[src/rtl/pc_sequencer.sv]
// ---------------------------------------------------------------------------
// pc_sequencer
//
// Program-counter and return-address sequencer. It owns the fetch address
// and keeps an on-chip return-address stack for CALL/RET.
//
// Per-cycle priority while running:
//   stall > RET > CALL > jump > sequential increment.
// A RET with an empty stack, or a CALL with a full stack, holds the PC,
// sets a sticky error flag and parks the sequencer in HALT. HALT is left
// only through i_Reset.
//
// Ports:
//   i_Clk                     system clock, rising edge
//   i_Reset                   synchronous, active-high reset
//   i_Jump_Valid              jump unit reports branch taken this cycle
//   i_Jump_Target             branch/call target address
//   i_Call                    CALL in execute (target from i_Jump_Target)
//   i_Ret                     RET in execute
//   i_Stall                   hold PC and stack this cycle
//   o_Addressinstruction_Bus  registered fetch address
//   o_Stack_Depth             number of valid stack entries, 0..DEPTH
//   o_Overflow                sticky: CALL attempted with a full stack
//   o_Underflow               sticky: RET attempted with an empty stack
//   o_Halted                  sequencer is in HALT
// ---------------------------------------------------------------------------
module pc_sequencer #(
    parameter int                 ADDR_W     = 9,
    parameter int                 DEPTH      = 8,
    parameter logic [ADDR_W-1:0]  RESET_ADDR = 9'd0
) (
    input  logic                       i_Clk,
    input  logic                       i_Reset,
    input  logic                       i_Jump_Valid,
    input  logic [ADDR_W-1:0]          i_Jump_Target,
    input  logic                       i_Call,
    input  logic                       i_Ret,
    input  logic                       i_Stall,
    output logic [ADDR_W-1:0]          o_Addressinstruction_Bus,
    output logic [$clog2(DEPTH):0]     o_Stack_Depth,
    output logic                       o_Overflow,
    output logic                       o_Underflow,
    output logic                       o_Halted
);

    localparam int PTR_W   = $clog2(DEPTH);
    localparam int DEPTH_W = PTR_W + 1;

    typedef enum logic [0:0] {
        ST_RUN  = 1'b0,
        ST_HALT = 1'b1
    } state_t;

    // Registered state
    state_t                 state_r;
    logic [ADDR_W-1:0]      pc_r;
    logic [DEPTH_W-1:0]     depth_r;
    logic                   ovf_r;
    logic                   unf_r;
    logic [ADDR_W-1:0]      stack_r [DEPTH];

    // Next-state values
    state_t                 state_nx_s;
    logic [ADDR_W-1:0]      pc_nx_s;
    logic [DEPTH_W-1:0]     depth_nx_s;
    logic                   ovf_nx_s;
    logic                   unf_nx_s;

    // Stack write port
    logic                   push_s;
    logic [PTR_W-1:0]       push_idx_s;
    logic [ADDR_W-1:0]      push_data_s;

    // Helpers
    logic [ADDR_W-1:0]      pc_inc_s;
    logic [PTR_W-1:0]       pop_idx_s;
    logic                   stack_empty_s;
    logic                   stack_full_s;

    // PC+1 wraps naturally at the address width; this is also the pushed
    // return address, so a CALL at the top address returns to zero.
    assign pc_inc_s      = pc_r + ADDR_W'(1);
    assign pop_idx_s     = PTR_W'(depth_r - DEPTH_W'(1));
    assign push_idx_s    = PTR_W'(depth_r);
    assign push_data_s   = pc_inc_s;
    assign stack_empty_s = (depth_r == DEPTH_W'(0));
    assign stack_full_s  = (depth_r == DEPTH_W'(DEPTH));

    // Next-state / next-PC / stack-push decision for the two-state sequencer
    always_comb begin
        state_nx_s = state_r;
        pc_nx_s    = pc_r;
        depth_nx_s = depth_r;
        ovf_nx_s   = ovf_r;
        unf_nx_s   = unf_r;
        push_s     = 1'b0;

        case (state_r)
            ST_RUN: begin
                if (i_Stall) begin
                    // Everything holds; strobes are ignored.
                    pc_nx_s = pc_r;
                end else if (i_Ret) begin
                    // RET wins over a simultaneous CALL; the CALL is dropped.
                    if (!stack_empty_s) begin
                        pc_nx_s    = stack_r[pop_idx_s];
                        depth_nx_s = depth_r - DEPTH_W'(1);
                    end else begin
                        unf_nx_s   = 1'b1;
                        state_nx_s = ST_HALT;
                    end
                end else if (i_Call) begin
                    if (!stack_full_s) begin
                        push_s     = 1'b1;
                        pc_nx_s    = i_Jump_Target;
                        depth_nx_s = depth_r + DEPTH_W'(1);
                    end else begin
                        ovf_nx_s   = 1'b1;
                        state_nx_s = ST_HALT;
                    end
                end else if (i_Jump_Valid) begin
                    pc_nx_s = i_Jump_Target;
                end else begin
                    pc_nx_s = pc_inc_s;
                end
            end

            ST_HALT: begin
                // Frozen until reset.
                state_nx_s = ST_HALT;
            end

            default: begin
                // Unreachable encoding: park safely.
                state_nx_s = ST_HALT;
            end
        endcase
    end

    // State, PC, depth and sticky flag registers with synchronous reset
    always_ff @(posedge i_Clk) begin
        if (i_Reset) begin
            state_r <= ST_RUN;
            pc_r    <= RESET_ADDR;
            depth_r <= DEPTH_W'(0);
            ovf_r   <= 1'b0;
            unf_r   <= 1'b0;
        end else begin
            state_r <= state_nx_s;
            pc_r    <= pc_nx_s;
            depth_r <= depth_nx_s;
            ovf_r   <= ovf_nx_s;
            unf_r   <= unf_nx_s;
        end
    end

    // Return-address storage; contents are not reset, only the depth is.
    // A push is written at the edge, so a RET on the very next cycle reads
    // the new entry straight from the array without any bypass.
    always_ff @(posedge i_Clk) begin
        if (!i_Reset && push_s) begin
            stack_r[push_idx_s] <= push_data_s;
        end
    end

    assign o_Addressinstruction_Bus = pc_r;
    assign o_Stack_Depth            = depth_r;
    assign o_Overflow               = ovf_r;
    assign o_Underflow              = unf_r;
    assign o_Halted                 = (state_r == ST_HALT);

endmodule

[config.mk]
export PLATFORM = sky130hd
export DESIGN_NAME = pc_sequencer
export DESIGN_NICKNAME = d
export VERILOG_FILES = /design/src/rtl/pc_sequencer.sv
export SDC_FILE = /design/constraint.sdc
export NUM_CORES = 1
export LEC_CHECK = 0
export BUFFER_PORTS_ARGS = -buffer_cell sky130_fd_sc_hd__buf_2
export CORE_MARGIN = 5
export CORE_UTILIZATION = 45
export CTS_CLUSTER_DIAMETER = 150
export DETAILED_ROUTE_END_ITERATION = 8
export PLACE_DENSITY_LB_ADDON = 0.12
export RECOVER_POWER = 50
export SYNTH_ARGS = -nofsm -noshare
export SYNTH_HDL_FRONTEND = slang
export SYNTH_SLANG_ARGS = --single-unit
[constraint.sdc]
create_clock -name i_Clk -period 3.3 [get_ports i_Clk]
set_input_delay 0.495 -clock i_Clk [delete_from_list [all_inputs] [get_ports i_Clk]]
set_output_delay 0.495 -clock i_Clk [all_outputs]
set_load 0.01 [all_outputs]
Word level (Yosys, flattened, before mapping)
Memories as Yosys holds them, arrays and structs flattened.
Cells that the tools add are included.
{ "word_totals": {"mem_count": 1, "input_bits": 15, "ramBits": 72, "reg_bits": 16} }
{ "op_classes": {"bitwise": 3, "n_reduce_logical": 8, "n_addsub": 3, "eq_ne": 4, "muxes": 22} }
{ "memory_table": {"columns": ["memory", "words", "word_bits", "rd", "rd_ports_with_merged_regs", "wr", "line_no", "rtl"], "rows": [
  ["stack_r", 8, 9, 1, 0, 1, "60", "logic [ADDR_W-1:0] stack_r [DEPTH];"]
]} }
{ "op_table": {"columns": ["cell", "count"], "rows": [
  ["$mux W9", 5],
  ["$mux W4", 4],
  ["$mux W1", 12],
  ["$reduce_and A5 Y1", 2],
  ["$add A9 B1 Y9 const B", 1],
  ["$reduce_and A4 Y1", 2],
  ["$add A4 B1 Y4 const B", 1],
  ["$eq A4 B4 Y1 const B", 1],
  ["$logic_not A4 Y1", 1],
  ["$ne A2 B2 Y1 const B", 2],
  ["$sub A4 B1 Y4 const B", 1],
  ["$ne A3 B3 Y1 const B", 1],
  ["$not A1 Y1", 3],
  ["$pmux W1 S2", 1],
  ["$reduce_bool A2 Y1", 1],
  ["$logic_and A1 B1 Y1", 1],
  ["$logic_not A1 Y1", 1]
]} }

Logic depth before layout (Yosys ltp)
Gate-level depths: netlist of run 1.
{ "logic_depth": {"word_depth": 9, "depth_mapped": 7, "mapped_depth_nobuf": 6} }

Worst setup path after synthesis of run 1
OpenSTA, ideal clock, no wires.
{ "synth_path": {"kind": "register to register", "from": "register depth_r[1] (netlist: o_Stack_Depth[1])", "to": "memory stack_r[1][0] (enable)", "stages_incl_launch_ff": 7, "setup_time_ns": 0.387, "slack_ns": 1.022, "path_buffers": 0, "t_arrival_ns": 1.891, "period_less_slack_ns": 2.278, "path_cell_list": "dfxtp_1 -> inv_1 -> ha_1 -> nand3b_1 -> and4b_1 -> nand2_1 -> nor3_1"} }
{ "synth_between": {"elab_chain_len": 9} }
{ "synth_rtl": {"columns": ["element", "line_no", "rtl"], "rows": [
  ["start: declaration", "57", "logic [DEPTH_W-1:0] depth_r;"],
  ["start signal: assignment", "151", "depth_r <= depth_nx_s;"],
  ["$eq A4 B4 Y1", "87", "assign stack_full_s = (depth_r == DEPTH_W'(DEPTH));"],
  ["$mux W1", "113", "if (!stack_full_s) begin"],
  ["$mux W1", "112", "end else if (i_Call) begin"],
  ["$mux W1", "103", "end else if (i_Ret) begin"],
  ["$mux W1", "100", "if (i_Stall) begin"],
  ["$mux W1", "98", "case (state_r)"],
  ["$logic_and A1 B1 Y1", "161", "if (!i_Reset && push_s) begin"],
  ["$mux W1", "161", null],
  ["$mux W1 (implied by the code)", "162", "stack_r[push_idx_s] <= push_data_s;"],
  ["end: declaration", "60", null]
]} }
Several ways; a longest one is shown, not always the timed one.

Final worst setup path of run 1
{ "layout_path": {"from": "register depth_r[1] (netlist: o_Stack_Depth[1])", "to": "register pc_r[4] (netlist: o_Addressinstruction_Bus[4])"} }
{ "layout_between": {"elab_chain_len": 4, "word_cells_on_any_way": 9, "cone_classes": "1 x add/sub; 3 x eq/ne; 2 x mux; 2 x reduce/logical; 1 x memory"} }
{ "layout_rtl": {"columns": ["element", "line_no", "rtl"], "rows": [
  ["$sub A4 B1 Y4", null, null],
  ["$mem_v2 Z8 W9", null, null],
  ["$mux W9", "105", "if (!stack_empty_s) begin"],
  ["$mux W9", "103", null],
  ["end signal: assignment", "150", "pc_r <= pc_nx_s;"],
  ["end: declaration", "56", "logic [ADDR_W-1:0] pc_r;"]
]} }
Several ways; a longest one is shown, not always the timed one. The select of a mux whose other input is x is not followed.
A chain may end at the register's enable or synchronous reset.

==> impl_metrics.yaml, run 1 <==
routing:
  wl_met3_um: 526
  wl_per_cell_um: 20.9
  wl_met2_um: 3830
  firstDrtPassIters: 4
  vias_per_cell: 5.78
  vias: 2293
  drc: 0
  drtIter0Drc: 154
  finalWirelength_um: 8310
  top_layer: "met4"
  route.layer.met1.wl_um: 3860
  ant_nets: 0
sta:
  maxSlewViolCount: 0
  period_needed_ns: 2.40
  fin_crit_sh_pct: 72.7
  hold_violations: 0
  fmax_ghz: 0.417
  postLayoutSetupSlackWorst_ns: 0.901
  setup_tns_ns: 0
  max_slew_margin_pct: 30.4
  worstMarginPinSlew_ns: 1.04
  setup_violations: 0
  rsz0062_at_grt: "no"
  finClkSkew_ns: 0.0117
layout:
  multi_input_area_um2: 1220
  syn_to_final_growth_pct: 12.5
  layout_common_cells: "edfxtp_1 (72), nor2_1 (23), mux4_2 (18), clkbuf_1 (18), dfxtp_1 (16)"
  finalInstanceArea_um2: 4260
  seq_area_um2: 2480
  fin_nets: 306
  diodes: 0
  layout-drive-gt1-share_pct: 21.6
  fill_cells: 709
  layout.cells.most_common: "edfxtp_1"
setup_path:
  regToRegStartpoint: "o_Stack_Depth[1]"
  crit_start: "o_Stack_Depth[1]"
  worst_ep_required_time_ns: 3.52
  path_max_fanout: 17
  reg2reg_depth: 5
  startpoint_type: "flip-flop"
  worst-path-stages: 5
  critPathMaxStageDelay_ns: 0.85
  critPathBufInv: 1
  cp_top_family: "adder cells"
  crit_path_top_delay_cell: "ha_1"
  crit_arrival_ns: 2.62
  worstSetupEndpointType: "flip-flop"
  crit_type: "reg -> reg"
  cp_cell_sequence: "inv_1 > ha_1 > mux4_2 > a22oi_1 > a311oi_1"
synthesis:
  yosysSeqAreaShare_pct: 65.6
  syn_inst: 244
  yosysWarnings: 0
  ys_types: 43
  syn-cell-area_um2: 3780
  syn_avg_cell_area_um2: 15.5
  syn_nets: 263
  synth_edf_count: 72
  ys_seq_elements: 88
  synthFlopType: "edfxtp_1"
  ys_async_sr_fraction_pct: 0
cts:
  cts_tree: "yes"
  path_clk_slew_ns: 0.09
  post-cts-setup-buffers: 0
  cts_num_sinks: 88
  cts_buffers: 9
  cts_htree_levels: 3
  clockBufferDepth: 2
  clk_latency_ns: 0.35
  root_buffer: "clkbuf_8"
  post_cts_resized: 0
  cts_hold_buf: 0
die:
  die_x_um: 102
  core_um2: 8220
  io_pins: 31
  rows: 33
  die_area_um2: 10300
  die_h_um: 102
  start_util_pct: 46.1
hold_path:
  min-delay-start: "o_Overflow"
  hold_class: "reg -> reg"
  holdPathStages: 2
outcome:
  status: "completed"
power:
  power_density_nw_per_um2: 568
  peakVddDrop_mv: 0.372
  leakage_nw: 1.39
  total_power_mw: 2.42
place:
  pre_cts_ws_ns: 0.884
  post_dp_cell_area_um2: 4100
  hpwl_um: 5610
  numPortBuffers: 30
  gp_congestion: 0.756
grt:
  grt_pass1_wl_um: 13000
  grt_max_degree: 24
  grt-ovfl-total: 0
  grt_pass1_vias: 2238
  track_usage_pct: 17.2
  antenna_found_initial: 0
flow_run:
  cap_violations: 0
[cells by family (layout without fill, tap and decap cells)]
| group | after synthesis | in the layout | synth area share (%) |
|---|---|---|---|
| AOI/OAI and AO/OA | 46 | 46 | 9.62 |
| muxes | 22 | 22 | 11.8 |
| adders and majority gates | 4 | 4 | 1.32 |
| DFF | 88 | 88 | 65.6 |
| and+or+nand+nor | 64 | 64 | 8.63 |
| xor gates and xnor gates | 5 | 5 | 1.16 |
| buffers and inverters | 15 | 63 | 1.88 |
[registers in the layout (all words and copies together) (netlist names)]
register	count
stack_r	72
o_Addressinstruction_Bus	9
o_Stack_Depth	4
o_Halted	1
o_Overflow	1
o_Underflow	1
[report_power, final]
part	total, mW	internal (mW)	switching (mW)
registers	1.30	1.26	0.0415
clock network	0.717	0.350	0.367
logic	0.399	0.164	0.235
total	2.42	1.77	0.644
[final cells by class]
type	instances	area share (%)
multi-input combinational	141	28.7
inverter	5	0.441
timing repair buffer	42	5.11
sequential	88	58.3
tap	105	3.09
clock buffer	11	3.09
clock inverter	5	1.29
[synthesized netlist by cell type (2+ instances only)]
master / number / area [um^2]
nand2_1: 14 / 52.6
or4_1: 2 / 15.0
a21oi_1: 7 / 35.0
a22oi_1: 7 / 52.6
o311ai_0: 2 / 17.5
edfxtp_1: 72 / 2160
mux2i_1: 3 / 30.0
mux4_2: 18 / 405
o31ai_1: 2 / 15.0
or3_1: 4 / 25.0
o21a_1: 2 / 15.0
dfxtp_1: 16 / 320
nand3_1: 6 / 30.0
nor2_1: 23 / 86.3
nor3_1: 3 / 15.0
ha_1: 4 / 50.1
xnor2_1: 4 / 35.0
a31oi_1: 3 / 18.8
a311oi_1: 7 / 61.3
o21bai_1: 2 / 15.0
a311o_1: 4 / 40.0
clkbuf_1: 3 / 11.3
inv_1: 5 / 18.8
o21ai_0: 5 / 25.0
or2_2: 2 / 12.5
nand2b_1: 2 / 12.5
buf_2: 6 / 30.0
[path summary, 6_finish.rpt]
check                           endpoint  slack (ns)
min reg2reg                   o_Overflow        0.47
max reg2reg  o_Addressinstruction_Bus[4]        0.90
max          o_Addressinstruction_Bus[4]        0.90
min                           o_Overflow        0.47
[metrics by stage]
step | hold WS (ns) | instances | util [%]
floorplan | 0.504 | 244 | -
CTS | 0.480 | 397 | 52.2
global route | 0.522 | 397 | 51.8
finish | 0.471 | 397 | 51.8
global placement | 0.452 | 381 | 49.9
detailed placement | 0.458 | 381 | 49.9
[per-layer routing]
layer / track usage [%] / vias to the layer above
li1: - / 1061
met1: 24.9 / 1156
met2: 26.3 / 68
met3: 4.48 / 8
met4: 3.78 / 0
met5: 0 / -
[tightest hold or removal path, stage by stage, from the launching register on]
cell	delay, ns
dfxtp_1	0.34
a31oi_1	0.04
nor2_1	0.06
Power figures use the tool's default switching activity.
==> run 2, diff against run 1 <==
==> constraint.sdc (replaced) <==
create_clock -name i_Clk -period 2.27 [get_ports i_Clk]
set_input_delay 0.3405 -clock i_Clk [delete_from_list [all_inputs] [get_ports i_Clk]]
set_output_delay 0.3405 -clock i_Clk [all_outputs]
set_load 0.01 [all_outputs]
==> impl_metrics.yaml, run 2 (same netlist as run 1, synthesis figures left out) <==
grt:
  grt_max_degree: 24
  track_usage_pct: 18.8
  antenna_found_initial: 0
  grt_pass1_vias: 2469
  grt-ovfl-total: 0
  grt_pass1_wl_um: 14000
routing:
  firstDrtPassIters: 4
  vias_per_cell: 5.76
  drc: 0
  wl_per_cell_um: 22.0
  vias: 2357
  drtIter0Drc: 109
  ant_nets: 0
  finalWirelength_um: 8990
cts:
  path_clk_slew_ns: 0.09
  post-cts-setup-buffers: 0
  post_cts_resized: 0
  cts_hold_buf: 0
  cts_buffers: 9
  root_buffer: "clkbuf_8"
  cts_num_sinks: 88
  cts_tree: "yes"
  clk_latency_ns: 0.35
  clockBufferDepth: 2
  cts_htree_levels: 3
layout:
  layout-drive-gt1-share_pct: 25.3
  final_cell_count_no_fill: 409
  top_register: "stack_r"
  layout.cells.most_common: "edfxtp_1"
  finalInstanceArea_um2: 4370
  syn_to_final_growth_pct: 15.4
  fin_nets: 318
  layout_common_cells: "edfxtp_1 (72), nor2_1 (23), mux4_2 (18), buf_2 (18), buf_4 (18)"
  diodes: 0
  largest_reg_flops: 72
hold_path:
  hold_class: "in -> reg"
setup_path:
  worst_ep_required_time_ns: 2.56
  crit_path_top_delay_cell: "or4b_1"
  path_max_fanout: 23
  crit_arrival_ns: 2.29
  cp_cell_sequence: "buf_2 > or4b_1 > o31a_1 > or4_1 > a21oi_1"
  critPathBufInv: 1
  cp_top_family: "simple AND/OR/NAND/NOR gates"
  crit_type: "reg -> reg"
  startpoint_type: "flip-flop"
  critPathMaxStageDelay_ns: 0.60
  worstSetupEndpointType: "flip-flop"
sta:
  setup_violations: 0
  maxSlewViolCount: 0
  period_needed_ns: 2.00
  finClkSkew_ns: 0.0123
  whs_ns: 0.372
  max_slew_margin_pct: 45.3
  fmax_ghz: 0.499
  rsz0062_at_grt: "no"
  fin_crit_sh_pct: 88.2
  hold_violations: 0
  worstMarginPinSlew_ns: 0.814
  postLayoutSetupSlackWorst_ns: 0.268
die:
  start_util_pct: 46.1
  rows: 33
  die_h_um: 102
  io_pins: 31
  die_x_um: 102
  die_area_um2: 10300
  core_um2: 8220
power:
  peakVddDrop_mv: 0.414
  total_power_mw: 3.61
  leakage_nw: 1.46
  power_density_nw_per_um2: 826
place:
  numPortBuffers: 30
  dp.cells: 393
  hpwl_um: 5950
  pre_cts_ws_ns: 0.227
  post_dp_cell_area_um2: 4220
  gp_congestion: 0.757
flow_run:
  cap_violations: 0
outcome:
  status: "completed"
run 2: per-layer routing:
metal / vias up / GRT usage [%] / share of wire, %
met1: 1179 / 25.2 / 43
li1: 1088 / - / -
met4: 0 / 7.57 / 2.4
met5: - / 0 / 0
met3: 18 / 4.27 / 7.1
met2: 72 / 29.8 / 47
run 2: area by class of cell:
class / count / area, um^2
clock buffers: 9 / 124
clock inverters: 7 / 76.3
fillers: 694 / 3850
inverters: 5 / 18.8
multi-input cells: 141 / 1230
flip-flops and latches: 88 / 2480
well taps: 105 / 131
repair buffers: 54 / 309
run 2: power breakdown:
group | total [mW] | leakage, nW | switching (mW) | internal, mW
Clock | 1.11 | 0.0983 | 0.594 | 0.519
Sequential | 1.89 | 0.789 | 0.0537 | 1.83
Combinational | 0.609 | 0.577 | 0.352 | 0.257
Total | 3.61 | 1.46 | 1.00 | 2.61
run 2: worst paths after layout:
kind                                       start                to  slack (ns)  cells after the start
worst max register to register  o_Stack_Depth[0]  o_Stack_Depth[3]        0.27                      5
worst min register to register        o_Overflow        o_Overflow        0.48                      2
worst max-delay path            o_Stack_Depth[0]  o_Stack_Depth[3]        0.27                      5
worst min-delay path                     i_Stall          o_Halted        0.37                      3
run 2: per-stage QoR:
stage	TNS, ns	utilization, %
after global placement	0	51.3
final	0	53.2
after global routing	0	53.2
after floorplan	-0.0683	-
after CTS	0	53.8
after detailed placement	0	51.3
run 2: worst register-to-register path, delay by kind of cell, from the launching register on:
family	cells	cell delay (ns)
AO/OA/AOI/OAI	2	0.27
buffers and inverters	1	0.35
flip-flops	1	0.32
AND/OR/NAND/NOR	2	0.99
==> run 3, diff against run 2 <==
--- a/config.mk
+++ b/config.mk
@@ -6,6 +6,7 @@
 export NUM_CORES = 1
 export LEC_CHECK = 0
 export BUFFER_PORTS_ARGS = -buffer_cell sky130_fd_sc_hd__buf_2
+export CORE_ASPECT_RATIO = 1.2
 export CORE_MARGIN = 5
 export CORE_UTILIZATION = 45
 export CTS_CLUSTER_DIAMETER = 150
==> impl_metrics.yaml, run 3 (same netlist as run 1, synthesis figures left out) <==
layout:
  largest_reg_flops: 72
  top_register: "stack_r"
  fin_util_pct: 53.6
  syn_to_final_growth_pct: 15.4
  fin_nets: 319
  fill_cells: 693
  layout-drive-gt1-share_pct: 25.9
  layout_common_cells: "edfxtp_1 (72), nor2_1 (23), buf_4 (22)"
  diodes: 0
  layout.cells.most_common: "edfxtp_1"
sta:
  finClkSkew_ns: 0.00711
  hold_violations: 0
  setup_tns_ns: 0
  fin_crit_sh_pct: 89.1
  worstMarginPinSlew_ns: 0.804
  max_slew_margin_pct: 46.0
  whs_ns: 0.376
  postLayoutSetupSlackWorst_ns: 0.248
  fmax_ghz: 0.494
  rsz0062_at_grt: "no"
  period_needed_ns: 2.02
  setup_violations: 0
  maxSlewViolCount: 0
flow_run:
  cap_violations: 0
cts:
  cts_hold_buf: 0
  cts_htree_levels: 3
  cts_tree: "yes"
  cts_buffers: 9
  clk_latency_ns: 0.35
  post_cts_resized: 0
  post-cts-setup-buffers: 0
  path_clk_slew_ns: 0.09
  cts_num_sinks: 88
  root_buffer: "clkbuf_8"
  clockBufferDepth: 2
grt:
  track_usage_pct: 17.9
  grt_pass1_wl_um: 13600
  antenna_found_initial: 0
  grt_pass1_vias: 2412
  grt-ovfl-total: 0
  grt_max_degree: 20
routing:
  drtIter0Drc: 162
  ant_nets: 0
  firstDrtPassIters: 4
  drc: 0
  wl_per_cell_um: 20.8
  finalWirelength_um: 8700
  vias: 2327
  vias_per_cell: 5.55
power:
  leakage_nw: 1.47
  power_density_nw_per_um2: 806
  peakVddDrop_mv: 0.385
setup_path:
  worst_ep_required_time_ns: 2.54
  worstReg2RegEnd: "o_Addressinstruction_Bus[4]"
  reg2reg_depth: 5
  crit_start: "o_Addressinstruction_Bus[0]"
  cp_cell_sequence: "ha_1 > nand3_1 > xnor2_1 > o311ai_0 > a311oi_1"
  reg2reg_slack_ns: 0.25
  crit_path_top_delay_cell: "xnor2_1"
  crit_arrival_ns: 2.29
  regToRegStartpoint: "o_Addressinstruction_Bus[0]"
  crit_type: "reg -> reg"
  worstSetupEndpointType: "flip-flop"
  startpoint_type: "flip-flop"
  crit_end: "o_Addressinstruction_Bus[4]"
  path_max_fanout: 9
  critPathMaxStageDelay_ns: 0.60
place:
  hpwl_um: 5920
  pre_cts_ws_ns: 0.280
  numPortBuffers: 30
  gp_congestion: 0.756
die:
  die_x_um: 93.7
  rows: 36
  start_util_pct: 46.4
  die_area_um2: 10400
  core_um2: 8150
  die_h_um: 110
  io_pins: 31
outcome:
  status: "completed"
hold_path:
  hold_class: "in -> reg"
[run 3: changes by cell type in the layout (fill, tap and decap cells not counted)]
cell / before / now
buf_4: 18 / 22
clkinv_2: 0 / 4
inv_6: 3 / 0
buf_12: 1 / 0
buf_2: 18 / 17
clkbuf_1: 17 / 16
clkinvlp_4: 1 / 0
[run 3: worst min path at each step]
stage | start | end | slack, ns | depth (start not counted)
3_5_place_dp | o_Underflow | o_Underflow | 0.47 | 2
5_1_grt | i_Stall | o_Halted | 0.37 | 3
2_1_floorplan | i_Reset | o_Addressinstruction_Bus[2] | 0.41 | 1
6_report | i_Stall | o_Halted | 0.38 | 3
4_1_cts | i_Reset | o_Overflow | 0.35 | 2
3_3_place_gp | o_Underflow | o_Underflow | 0.47 | 2
[run 3: layer usage]
metal	wire length [um]	vias to the layer above	track usage [%]	share of wire (%)
met1	3880	1173	24.1	45
met3	445	9	4.97	5.1
met5	0	-	0	0
met2	4260	53	27.9	49
li1	-	1092	-	-
met4	114	0	5.68	1.3
[run 3: worst max-delay path, delay by kind of cell (launching register included)]
family | cells | cell delay, ns
flops | 1 | 0.47
simple gates | 1 | 0.12
xor+xnor | 1 | 0.60
fa+ha+maj | 1 | 0.30
compound gates | 2 | 0.45
[run 3: area by class of cell]
type / instances / area [um^2] / area share, %
clock inverter: 7 / 62.6 / 1.43
tap: 114 / 143 / 3.27
inverter: 5 / 18.8 / 0.430
clock buffer: 9 / 124 / 2.84
sequential: 88 / 2480 / 56.8
multi-input combinational: 141 / 1230 / 28.1
timing repair buffer: 55 / 310 / 7.10
[run 3: stage by stage]
stage	cell area (um^2)	std cells	power, mW
global route	4370	419	3.69
global placement	4210	403	2.54
floorplan	3780	244	2.32
detailed placement	4210	403	2.54
finish	4370	419	3.52
CTS	4400	419	3.57
[run 3: report_power, final]
group          leakage, nW  total (mW)  internal (mW)  switching (mW)
clock network        0.100        1.03          0.499           0.535
registers            0.789        1.89           1.83          0.0547
logic                0.583       0.600          0.251           0.349
